`src/rtl/i2c_pkg.sv`:
```
// Shared I2C slave definitions: transfer-state encoding and SDA/ACK line constants.
package i2c_pkg;

  // Transmit-path transfer state
  typedef enum logic [1:0] {
    ST_IDLE  = 2'd0,
    ST_SHIFT = 2'd1,
    ST_ACK   = 2'd2
  } tx_state_e;

  // Value seen on SDA during the ACK slot
  localparam logic I2C_ACK  = 1'b0;
  localparam logic I2C_NACK = 1'b1;

  // Open-drain released line level
  localparam logic SDA_RELEASE = 1'b1;

endpackage : i2c_pkg

```
`src/rtl/i2c_tx_serialiser.sv`:
```
// I2C slave read-path transmitter: serialises one byte MSB-first on SDA,
// one bit per shift_en strobe, then releases SDA and samples the master ACK.
//
// Ports:
//   clk_i, rst_n  clock, asynchronous active-low reset
//   data_i        byte to send, captured on an accepted load
//   load_i        load request, accepted when ready_o is high
//   ready_o       high in IDLE only
//   shift_en      SCL-low strobe advancing to the next bit
//   ack_en        SCL-high strobe in the ACK slot sampling sda_i
//   sda_i         synchronised SDA line
//   abort_i       STOP / repeated START / bus error
//   sda_o         current data bit, 1 when idle or released
//   sda_oe_o      open-drain pull-low enable
//   done_o        one-cycle pulse when the ACK slot has been sampled
//   nack_o        last ACK slot result, held until the next accepted load
module i2c_tx_serialiser
  import i2c_pkg::*;
#(
  parameter int unsigned WIDTH = 8
) (
  input  logic             clk_i,
  input  logic             rst_n,
  input  logic [WIDTH-1:0] data_i,
  input  logic             load_i,
  output logic             ready_o,
  input  logic             shift_en,
  input  logic             ack_en,
  input  logic             sda_i,
  input  logic             abort_i,
  output logic             sda_o,
  output logic             sda_oe_o,
  output logic             done_o,
  output logic             nack_o
);

  localparam int unsigned CNT_W = (WIDTH > 1) ? $clog2(WIDTH) : 1;
  localparam logic [CNT_W-1:0] CNT_TOP = CNT_W'(WIDTH - 1);

  tx_state_e        state_q, state_d;
  logic [WIDTH-1:0] shreg_q, shreg_d;
  logic [WIDTH-1:0] shifted;
  logic [CNT_W-1:0] cnt_q, cnt_d;
  logic             ready_q, ready_d;
  logic             sda_q, sda_d;
  logic             oe_q, oe_d;
  logic             done_q, done_d;
  logic             nack_q, nack_d;

  // State and registered outputs
  always_ff @(posedge clk_i or negedge rst_n) begin
    if (!rst_n) begin
      state_q <= ST_IDLE;
      shreg_q <= '0;
      cnt_q   <= CNT_TOP;
      ready_q <= 1'b1;
      sda_q   <= SDA_RELEASE;
      oe_q    <= 1'b0;
      done_q  <= 1'b0;
      nack_q  <= 1'b0;
    end else begin
      state_q <= state_d;
      shreg_q <= shreg_d;
      cnt_q   <= cnt_d;
      ready_q <= ready_d;
      sda_q   <= sda_d;
      oe_q    <= oe_d;
      done_q  <= done_d;
      nack_q  <= nack_d;
    end
  end

  // Next-state and next-output logic; abort outranks strobes, strobes outrank load
  always_comb begin
    state_d = state_q;
    shreg_d = shreg_q;
    cnt_d   = cnt_q;
    ready_d = ready_q;
    sda_d   = sda_q;
    oe_d    = oe_q;
    done_d  = 1'b0;
    nack_d  = nack_q;
    shifted = shreg_q << 1;

    if (abort_i) begin
      state_d = ST_IDLE;
      cnt_d   = CNT_TOP;
      ready_d = 1'b1;
      sda_d   = SDA_RELEASE;
      oe_d    = 1'b0;
    end else begin
      unique case (state_q)
        ST_IDLE: begin
          if (load_i && ready_q) begin
            state_d = ST_SHIFT;
            shreg_d = data_i;
            cnt_d   = CNT_TOP;
            nack_d  = 1'b0;
            ready_d = 1'b0;
            sda_d   = data_i[WIDTH-1];
            oe_d    = ~data_i[WIDTH-1];
          end
        end
        ST_SHIFT: begin
          if (shift_en) begin
            if (cnt_q != '0) begin
              shreg_d = shifted;
              cnt_d   = cnt_q - CNT_W'(1);
              sda_d   = shifted[WIDTH-1];
              oe_d    = ~shifted[WIDTH-1];
            end else begin
              // Last bit done: release the line for the master's ACK
              state_d = ST_ACK;
              sda_d   = SDA_RELEASE;
              oe_d    = 1'b0;
            end
          end
        end
        ST_ACK: begin
          if (ack_en) begin
            state_d = ST_IDLE;
            nack_d  = sda_i;
            done_d  = 1'b1;
            ready_d = 1'b1;
          end
        end
        default: begin
          state_d = ST_IDLE;
          cnt_d   = CNT_TOP;
          ready_d = 1'b1;
          sda_d   = SDA_RELEASE;
          oe_d    = 1'b0;
        end
      endcase
    end
  end

  assign ready_o  = ready_q;
  assign sda_o    = sda_q;
  assign sda_oe_o = oe_q;
  assign done_o   = done_q;
  assign nack_o   = nack_q;

endmodule : i2c_tx_serialiser

```
`config.mk`:
```
export PLATFORM = sky130hd
export DESIGN_NAME = i2c_tx_serialiser
export DESIGN_NICKNAME = d
export VERILOG_FILES = /design/src/rtl/i2c_pkg.sv /design/src/rtl/i2c_tx_serialiser.sv
export SDC_FILE = /design/constraint.sdc
export NUM_CORES = 1
export LEC_CHECK = 0
export CAP_MARGIN = 0
export CORE_AREA = 2 2 48 50
export CTS_CLUSTER_DIAMETER = 100
export CTS_CLUSTER_SIZE = 30
export DETAILED_ROUTE_END_ITERATION = 12
export DIE_AREA = 0 0 50 52
export GPL_ROUTABILITY_DRIVEN = 0
export PLACE_DENSITY = 0.69
export SYNTH_ARGS = -nofsm -noshare
export SYNTH_HDL_FRONTEND = slang
export SYNTH_SLANG_ARGS = --single-unit
```
`constraint.sdc`:
```
create_clock -name clk_i -period 2.5 [get_ports clk_i]
set_clock_uncertainty 0.15 [all_clocks]
set_input_delay 0.5 -clock clk_i [delete_from_list [all_inputs] [get_ports clk_i]]
set_output_delay 0.5 -clock clk_i [all_outputs]
set_load 0.05 [all_outputs]
```
==> results.toml, run 1 <==
[run_status]
run_status = "finished, final reports clean"

[power]
power.density_cell_area_nw_per_um2 = 595.8
power_leakage_nw = 0.5680
vdd_drop_max_mv = 0.2968

[sta]
finalMaxSlewViolations = 0
finalCriticalPeriod_ps = 2330
finalCritPeriodShare = 0.9321
max-slew-margin-rel = 0.6000
final_hold_viol_count = 0
setup_violations = 0
final.setup.worst_slack_ps = 169.7
fin_setup_tns_ps = 0
maximum_frequency_from_static_timing_analysis_mhz = 429.1
tightestPinTransition_ps = 597.3
setup_repair_after_global_routing_missed_its_margin = "no"
worst_hold_slack_ps = 365.3

[setup_path]
worstSetupStartpoint = "ready_o"
crit_slowest_cell = "clkdlybuf4s50_1"
path_class = "reg -> out"
worstSetupEndpoint = "ready_o"
rrSetupSlack_ps = 430
critPathBufInv = 1
cp_num_cells = 1
worstSetupEndpointType = "primary output"
worst_path_largest_cell_delay_ps = 810
timing.critical_path.arrival_ps = 1680
worst_setup_path_start_kind = "flop"
cp_max_fo = 5
timing.reg2reg.worst_path_depth = 6
worst_r2r_startpoint = "cnt_q[0]"
cp.required_ps = 1850
worst_r2r_endpoint = "shreg_q[3]"
cpLargestDelayFamily = "buffers and inverters"
critical_path.cell_chain = "clkdlybuf4s50_1"

[synthesis]
synth_enable_flop_cells = 0
synth.yosys.seq_area_share = 0.4516
syn_avg_cell_area_sq_um = 11.95
synth.ff_latch_count = 17
syn_area_sq_um = 955.9
synth.top_cells.by_area = "dfrtp_1 (31%), mux2_4 (20%), dfstp_2 (14%)"
synth_common_cells = "mux2_4 (13), dfrtp_1 (12), nor2_1 (6), a21oi_1 (5), dfstp_2 (5)"
netlist-cell-type-count = 28
synthMostInstantiatedCell = "mux2_4"
synthesis.instances = 80
most_instantiated_flip_flop_cell_in_the_synthesis_netlist = "dfrtp_1"
number_of_nets_in_the_synthesized_netlist = 97
async_flop_share = 1.000
cell_type_with_the_largest_total_area_after_synthesis = "dfrtp_1"
yosysTopAreaCellShare = 0.3141
yosysWarningCount = 0

[floorplanning]
core_area_sq_um = 2106
die_w_um = 50
core_rows = 17
initial_cell_density_of_the_core = 0.4540
floorplan.die_area_sq_um = 2600
die_height_um = 52
ioPinCount = 20

[clock_tree]
insertion_delay_ps = 290
clock_sinks = 17
h_tree_lvl_count = 1
cts.repair.resized = 0
cts-buffers-inserted = 3
clock_path_buffers = 2
cts_tree = "done"
worst_setup_hold_path_clk_slew_ps = 100
clockRootBuffer = "clkbuf_4"
post_cts_hold_buffer_count = 0
cts.repair_timing.setup_buffer_count = 0

[detailed_routing]
vias_per_cell = 5.031
via_count = 654
route.antenna.remaining_nets = 0
firstDrtPassIters = 1
drt_drc_violations_left = 0
mean_routed_wirelength_per_cell_um = 13.23
wl_um = 1720
dr.first_iter.drc_count = 0

[finish]
area_delta_synth_final_pct = 25.13
antenna_cells = 0
post_route_cells_drive_above_1_share = 0.2941
final_nets = 120

[grt]
grt_antenna_before_repair = 0
grt_first_pass_wirelength_um = 2960
pin_count_of_the_biggest_net_entering_global_routing = 18
grt_usage = 0.1524
first_global_vias = 641
grt-ovfl-total = 0

[run]
drv_cap = 0

[hold_path]
timing.hold.worst.class = "in -> async"

[place]
placement.io_buffers = 19
place_worst_setup_slack_ps = 281.5
hpwl_um = 1338
[power by group]
part           internal, mW  total (mW)  switching, mW  leakage, nW
logic                 0.128       0.210         0.0826        0.347
registers             0.324       0.352         0.0279        0.204
clock network        0.0594       0.150         0.0905       0.0177
total                 0.512       0.713          0.201        0.568
[layer usage]
metal | part of all wire | wire [um] | GRT usage
met5 | 0 | 0 | 0
met4 | 0.0070 | 12 | 0.05556
met3 | 0.039 | 67 | 0.03161
met2 | 0.51 | 884 | 0.2588
met1 | 0.44 | 755 | 0.1905
[cell families (layout without fill, tap and decap cells)]
family                   Yosys count  after routing  synth area share
AO/OA/AOI/OAI                     18             18            0.1374
adder cells (fa/ha/maj)            2              2           0.02617
buffers and inverters              7             29           0.04449
flip-flops                        17             17            0.4516
multiplexers                      13             13            0.2042
AND/OR/NAND/NOR                   23             23            0.1361
[through the flow]
stage | utilization | cells | instance area [sq um] | total power, mW
after floorplan | - | 80 | 955.9 | 0.5075
after global placement | 0.5550 | 126 | 1169 | 0.5615
after detailed placement | 0.5550 | 126 | 1169 | 0.5701
after CTS | 0.5680 | 130 | 1196 | 0.7201
after global routing | 0.5680 | 130 | 1196 | 0.7494
final | 0.5680 | 130 | 1196 | 0.7126
[cells in the final DEF (no fill, tap or decap), drive strengths merged, types with 3 or more instances in the layout]
cell and n:
a21oi 5, a21o 3, dfstp 5, nand2 4, inv 4, clkbuf 3
dfrtp 12, clkdlybuf4s50 19, nand2b 3, nor2 7, mux2 13, nand3 3
[worst min-delay path by stage]
stage / start / to / slack [ps]
after floorplan: rst_n / done_o / 50
after global placement: shreg_q[2] / shreg_q[2] / 350
after detailed placement: shreg_q[6] / shreg_q[6] / 340
after CTS: rst_n / done_o / 370
after global routing: cnt_q[1] / cnt_q[1] / 390
final: rst_n / done_o / 370
[state kept, by name, indices dropped and copies added, names as in the netlist]
register  count
sda_o         1
nack_o        1
shreg_q       7
state_q       2
ready_o       1
done_o        1
sda_oe_o      1
cnt_q         3
[cell type report]
class                      instances  area (sq um)
clock buffer                       3         22.52
clock inverter                     1         5.005
fill                             179         909.6
inverter                           4         15.01
multi-input combinational         56         481.7
sequential                        17         431.7
tap                               28         35.03
timing repair buffer              21         205.2
Note: power is estimated with default switching activity, not from simulation.
==> run 2: changes to the inputs <==
Settings changed: SETUP_SLACK_MARGIN from default to 0.15.
==> run 2 against run 1 <==
Register-to-register slack barely moved; total power barely moved; hold slack barely moved; sequential cell count did not move; clock power barely moved; sequential power barely moved; utilization rose by 0.12 points; sequential share of layout area fell by 0.075 points; die area did not move; non-clock buffer count did not move; setup slack improved by 61 ps.
==> results.toml, run 2 (synthesis gave the netlist of run 1 again) <==
[finish]
antenna_cells = 0
top_register = "shreg_q"
post_route_cells_drive_above_1_share = 0.2941
most_common_cell_after_layout_fill_and_taps_aside = "clkdlybuf4s50_1"
final_cell_area_sq_um = 1199
post_layout_instance_count_excluding_filler_cells = 130
layout.area.seq_sq_um = 431.7
filler_cell_count = 179
area_delta_synth_final_pct = 25.39
post-route-util = 0.5692
commonest_cells_after_routing_fill_and_taps_aside = "clkdlybuf4s50_1 (18), mux2_4 (13), dfrtp_1 (12)"
multi_input_comb_area_sq_um = 481.7
largestRegisters = "shreg_q: 7 flops, cnt_q: 3 flops, state_q: 2 flops"
largest_reg_flops = 7
final_nets = 120

[floorplanning]
core_rows = 17
ioPinCount = 20
floorplan.die_area_sq_um = 2600
die_height_um = 52
initial_cell_density_of_the_core = 0.4540
die_w_um = 50
core_area_sq_um = 2106

[power]
power.share.combinational = 0.295
power_leakage_nw = 0.5735
p_int_uw = 511.4
report.power.total_uw = 712.5
power.density_cell_area_nw_per_um2 = 594.4
vdd_drop_max_mv = 0.2968
power_frac_clock = 0.210
p_seq_frac = 0.494
switching_share = 0.2822
power.net_switching_uw = 201.1

[detailed_routing]
mean_routed_wirelength_per_cell_um = 13.27
vias_per_cell = 5.031
route.antenna.remaining_nets = 0
firstDrtPassIters = 1
via_count = 654
wl_um = 1725
dr.first_iter.drc_count = 0
drt_drc_violations_left = 0

[sta]
setup_repair_after_global_routing_missed_its_margin = "no"
finalMaxSlewViolations = 0
finalCritPeriodShare = 0.9076
worst_hold_slack_ps = 365.3
maximum_frequency_from_static_timing_analysis_mhz = 440.7
final.setup.worst_slack_ps = 231.1
finalCriticalPeriod_ps = 2269
max-slew-margin-rel = 0.6000
final_hold_viol_count = 0
fin_setup_tns_ps = 0
tightestPinTransition_ps = 597.3
setup_violations = 0

[setup_path]
cp_max_fo = 2
cpLargestDelayFamily = "buffers and inverters"
rrSetupSlack_ps = 430
worst_r2r_endpoint = "shreg_q[3]"
critical_path.cell_chain = "clkdlybuf4s50_1"
worst_setup_path_start_kind = "flop"
path_class = "reg -> out"
worst_r2r_startpoint = "cnt_q[0]"
critPathBufInv = 1
cp.required_ps = 1850
timing.reg2reg.worst_path_depth = 6
timing.critical_path.arrival_ps = 1620
crit_slowest_cell = "clkdlybuf4s50_1"
worst_path_largest_cell_delay_ps = 790
worstSetupEndpointType = "primary output"

[clock_tree]
h_tree_lvl_count = 1
cts_tree = "done"
cts-buffers-inserted = 3
clock_sinks = 17
cts.repair_timing.setup_buffer_count = 0
clock_path_buffers = 2
insertion_delay_ps = 290
clockRootBuffer = "clkbuf_4"
worst_setup_hold_path_clk_slew_ps = 100

[place]
place_worst_setup_slack_ps = 281.5
hpwl_um = 1338
dpl-instance-area_sq_um = 1169
placement.io_buffers = 19
dp_cells = 126

[run]
drv_cap = 0

[grt]
first_global_vias = 641
grt_usage = 0.1524
grt_antenna_before_repair = 0
pin_count_of_the_biggest_net_entering_global_routing = 18
grt_first_pass_wirelength_um = 2960
grt-ovfl-total = 0

[run_status]
run_status = "finished, final reports clean"

[hold_path]
timing.hold.worst.class = "in -> async"
==> run 2: cell count changes in the layout (fill, tap and decap cells not counted), sizes merged <==
cell	before	now
clkdlybuf4s50	19	18
dlymetal6s2s	0	1
==> run 2: worst max-delay path by stage <==
stage	startpoint	end	slack [ps]	cells past startpoint
2_1_floorplan	cnt_q[0]	shreg_q[0]	580	7
3_3_place_gp	abort_i	shreg_q[2]	310	5
3_5_place_dp	abort_i	shreg_q[2]	280	5
4_1_cts	ready_o	ready_o	160	1
5_1_grt	sda_o	sda_o	190	1
6_report	sda_o	sda_o	230	1
==> run 2: area by class of cell <==
type | count | area share
clock buffers | 3 | 0.01879
clock inverters | 1 | 0.004175
inverters | 4 | 0.01253
multi-input cells | 56 | 0.4019
flip-flops and latches | 17 | 0.3601
well taps | 28 | 0.02923
repair buffers | 21 | 0.1733
==> run 2: per-layer routing <==
layer,global-route usage,vias to the layer above,share of wire,wire length (um)
li1,-,323,-,-
met1,0.1905,318,0.44,759
met2,0.2588,11,0.51,885
met3,0.03161,2,0.039,67
met4,0.05556,0,0.0070,12
met5,0,-,0,0
==> run 2: timing repair <==
action / 4_1_cts / 5_1_grt
hold buffers: 0 / 0
endpoints found under the setup margin: 0 / 1
resized for setup: 0 / 1
==> run 2: power by group through the flow <==
stage,Combinational [mW],Clock [mW],Sequential [mW]
2_1_floorplan,0.137,0,0.371
3_3_place_gp,0.207,0,0.354
3_5_place_dp,0.213,0,0.357
4_1_cts,0.214,0.154,0.353
5_1_grt,0.226,0.167,0.357
6_report,0.210,0.150,0.352
==> run 3: changes to the inputs <==
Settings changed: CORE_AREA 2 2 48 50 to 2 2 46 52, DIE_AREA 0 0 50 52 to 0 0 48 54.
Clock period 2.5 ns to 2.6 ns, I/O delays scaled along.
==> run 3 against run 2 <==
Die area fell by 0.31%; design area fell by 1.3%; sequential cell count did not move; largest cell class unchanged; register-to-register slack improved by 100 ps; via count fell by 1.5%; sequential share of layout area rose by 0.46 points; clock power fell by 6%.
==> results.toml, run 3 (synthesis gave the netlist of run 1 again) <==
[finish]
layout.area.seq_sq_um = 431.7
commonest_cells_after_routing_fill_and_taps_aside = "clkdlybuf4s50_1 (19), mux2_4 (13), dfrtp_1 (12)"
filler_cell_count = 192
area_delta_synth_final_pct = 23.82
top_register = "shreg_q"
post_layout_instance_count_excluding_filler_cells = 130
most_common_cell_after_layout_fill_and_taps_aside = "clkdlybuf4s50_1"
largest_reg_flops = 7
largestRegisters = "shreg_q: 7 flops, cnt_q: 3 flops, state_q: 2 flops"
final_nets = 118
multi_input_comb_area_sq_um = 481.7
antenna_cells = 0
post_route_cells_drive_above_1_share = 0.2800

[sta]
finalCriticalPeriod_ps = 2341
finalCritPeriodShare = 0.9003
final.setup.worst_slack_ps = 259.2
setup_violations = 0
tightestPinTransition_ps = 732.9
fin_setup_tns_ps = 0
maximum_frequency_from_static_timing_analysis_mhz = 427.2
setup_repair_after_global_routing_missed_its_margin = "no"
max-slew-margin-rel = 0.5098
finalMaxSlewViolations = 0
final_hold_viol_count = 0
worst_hold_slack_ps = 371.7

[floorplanning]
initial_cell_density_of_the_core = 0.4468
core_rows = 18
ioPinCount = 20
floorplan.die_area_sq_um = 2592
core_area_sq_um = 2140
die_w_um = 48
die_height_um = 54

[place]
place_worst_setup_slack_ps = 356.4
dp_cells = 126
placement.io_buffers = 19
hpwl_um = 1212

[setup_path]
cp_max_fo = 5
worst_r2r_endpoint = "shreg_q[1]"
cp.required_ps = 1930
crit_slowest_cell = "clkdlybuf4s50_1"
critical_path.cell_chain = "clkdlybuf4s50_1"
timing.reg2reg.worst_path_depth = 6
worst_setup_path_start_kind = "flop"
timing.critical_path.arrival_ps = 1670
worstSetupStartpoint = "ready_o"
rrSetupSlack_ps = 530
worstSetupEndpoint = "ready_o"
worstSetupEndpointType = "primary output"
cp_num_cells = 1
critPathBufInv = 1
path_class = "reg -> out"
cpLargestDelayFamily = "buffers and inverters"
worst_path_largest_cell_delay_ps = 810
worst_r2r_startpoint = "cnt_q[0]"

[grt]
grt-ovfl-total = 0
grt_usage = 0.1424
grt_antenna_before_repair = 0
pin_count_of_the_biggest_net_entering_global_routing = 18
first_global_vias = 629
grt_first_pass_wirelength_um = 2587

[power]
power.density_cell_area_nw_per_um2 = 572.1
vdd_drop_max_mv = 0.3501
report.power.total_uw = 677.2
power_leakage_nw = 0.5581

[clock_tree]
h_tree_lvl_count = 1
cts_tree = "done"
cts.repair.resized = 0
worst_setup_hold_path_clk_slew_ps = 100
cts.repair_timing.setup_buffer_count = 0
cts-buffers-inserted = 3
insertion_delay_ps = 290
clock_sinks = 17
clock_path_buffers = 2
clockRootBuffer = "clkbuf_4"
post_cts_hold_buffer_count = 0

[detailed_routing]
via_count = 644
drt_drc_violations_left = 0
dr.first_iter.drc_count = 9
vias_per_cell = 4.954
route.antenna.remaining_nets = 0
firstDrtPassIters = 4
wl_um = 1578
mean_routed_wirelength_per_cell_um = 12.14

[hold_path]
timing.hold.worst.class = "reg -> reg"
instance_count_along_the_most_critical_hold_path = 1
hold_path.startpoint = "shreg_q[4]"

[run_status]
run_status = "finished, final reports clean"

[run]
drv_cap = 0
==> run 3: cell types whose count changed in the layout (fill, tap and decap cells not counted), sizes merged <==
cell / previous run / this run
buf: 2 / 0
clkdlybuf4s50: 18 / 19
dlymetal6s2s: 1 / 0
==> run 3: area by class of cell <==
class                           instances  area share
Sequential cell                        17      0.3647
Inverter                                4     0.01268
Multi-Input combinational cell         56      0.4070
Clock buffer                            3     0.01903
Timing Repair Buffer                   19      0.1607
Clock inverter                          1    0.004228
Tap cell                               30     0.03171
==> run 3: metal layers <==
metal / routed length (um) / GRT usage / vias to the layer above
met2: 795 / 0.2356 / 12
met5: 0 / 0 / -
li1: - / - / 322
met3: 59 / 0.03020 / 2
met1: 715 / 0.1775 / 308
met4: 8 / 0.05405 / 0
==> run 3: worst min path at each step <==
stage / endpoint / slack [ps]
finish: shreg_q[4] / 370
detailed placement: shreg_q[4] / 350
global placement: shreg_q[6] / 350
CTS: shreg_q[4] / 380
global route: shreg_q[1] / 390
floorplan: done_o / 70
==> run 3: worst register-to-register path, delay by kind of cell, from the launching register on <==
family | cells | cell delay (ps)
fa+ha+maj | 1 | 200
mux | 1 | 350
simple gates | 2 | 330
compound gates | 1 | 320
flops | 1 | 560
buf+inv | 1 | 60
==> run 3: report_power, final <==
part | internal [mW] | switching [mW]
combinational | 0.120 | 0.0751
sequential | 0.312 | 0.0295
clock | 0.0572 | 0.0834
==> run 3: metrics by stage <==
stage	util	area, sq um
after floorplan	-	955.9
after global placement	0.5404	1156
after detailed placement	0.5404	1156
after CTS	0.5532	1184
after global routing	0.5532	1184
final	0.5532	1184
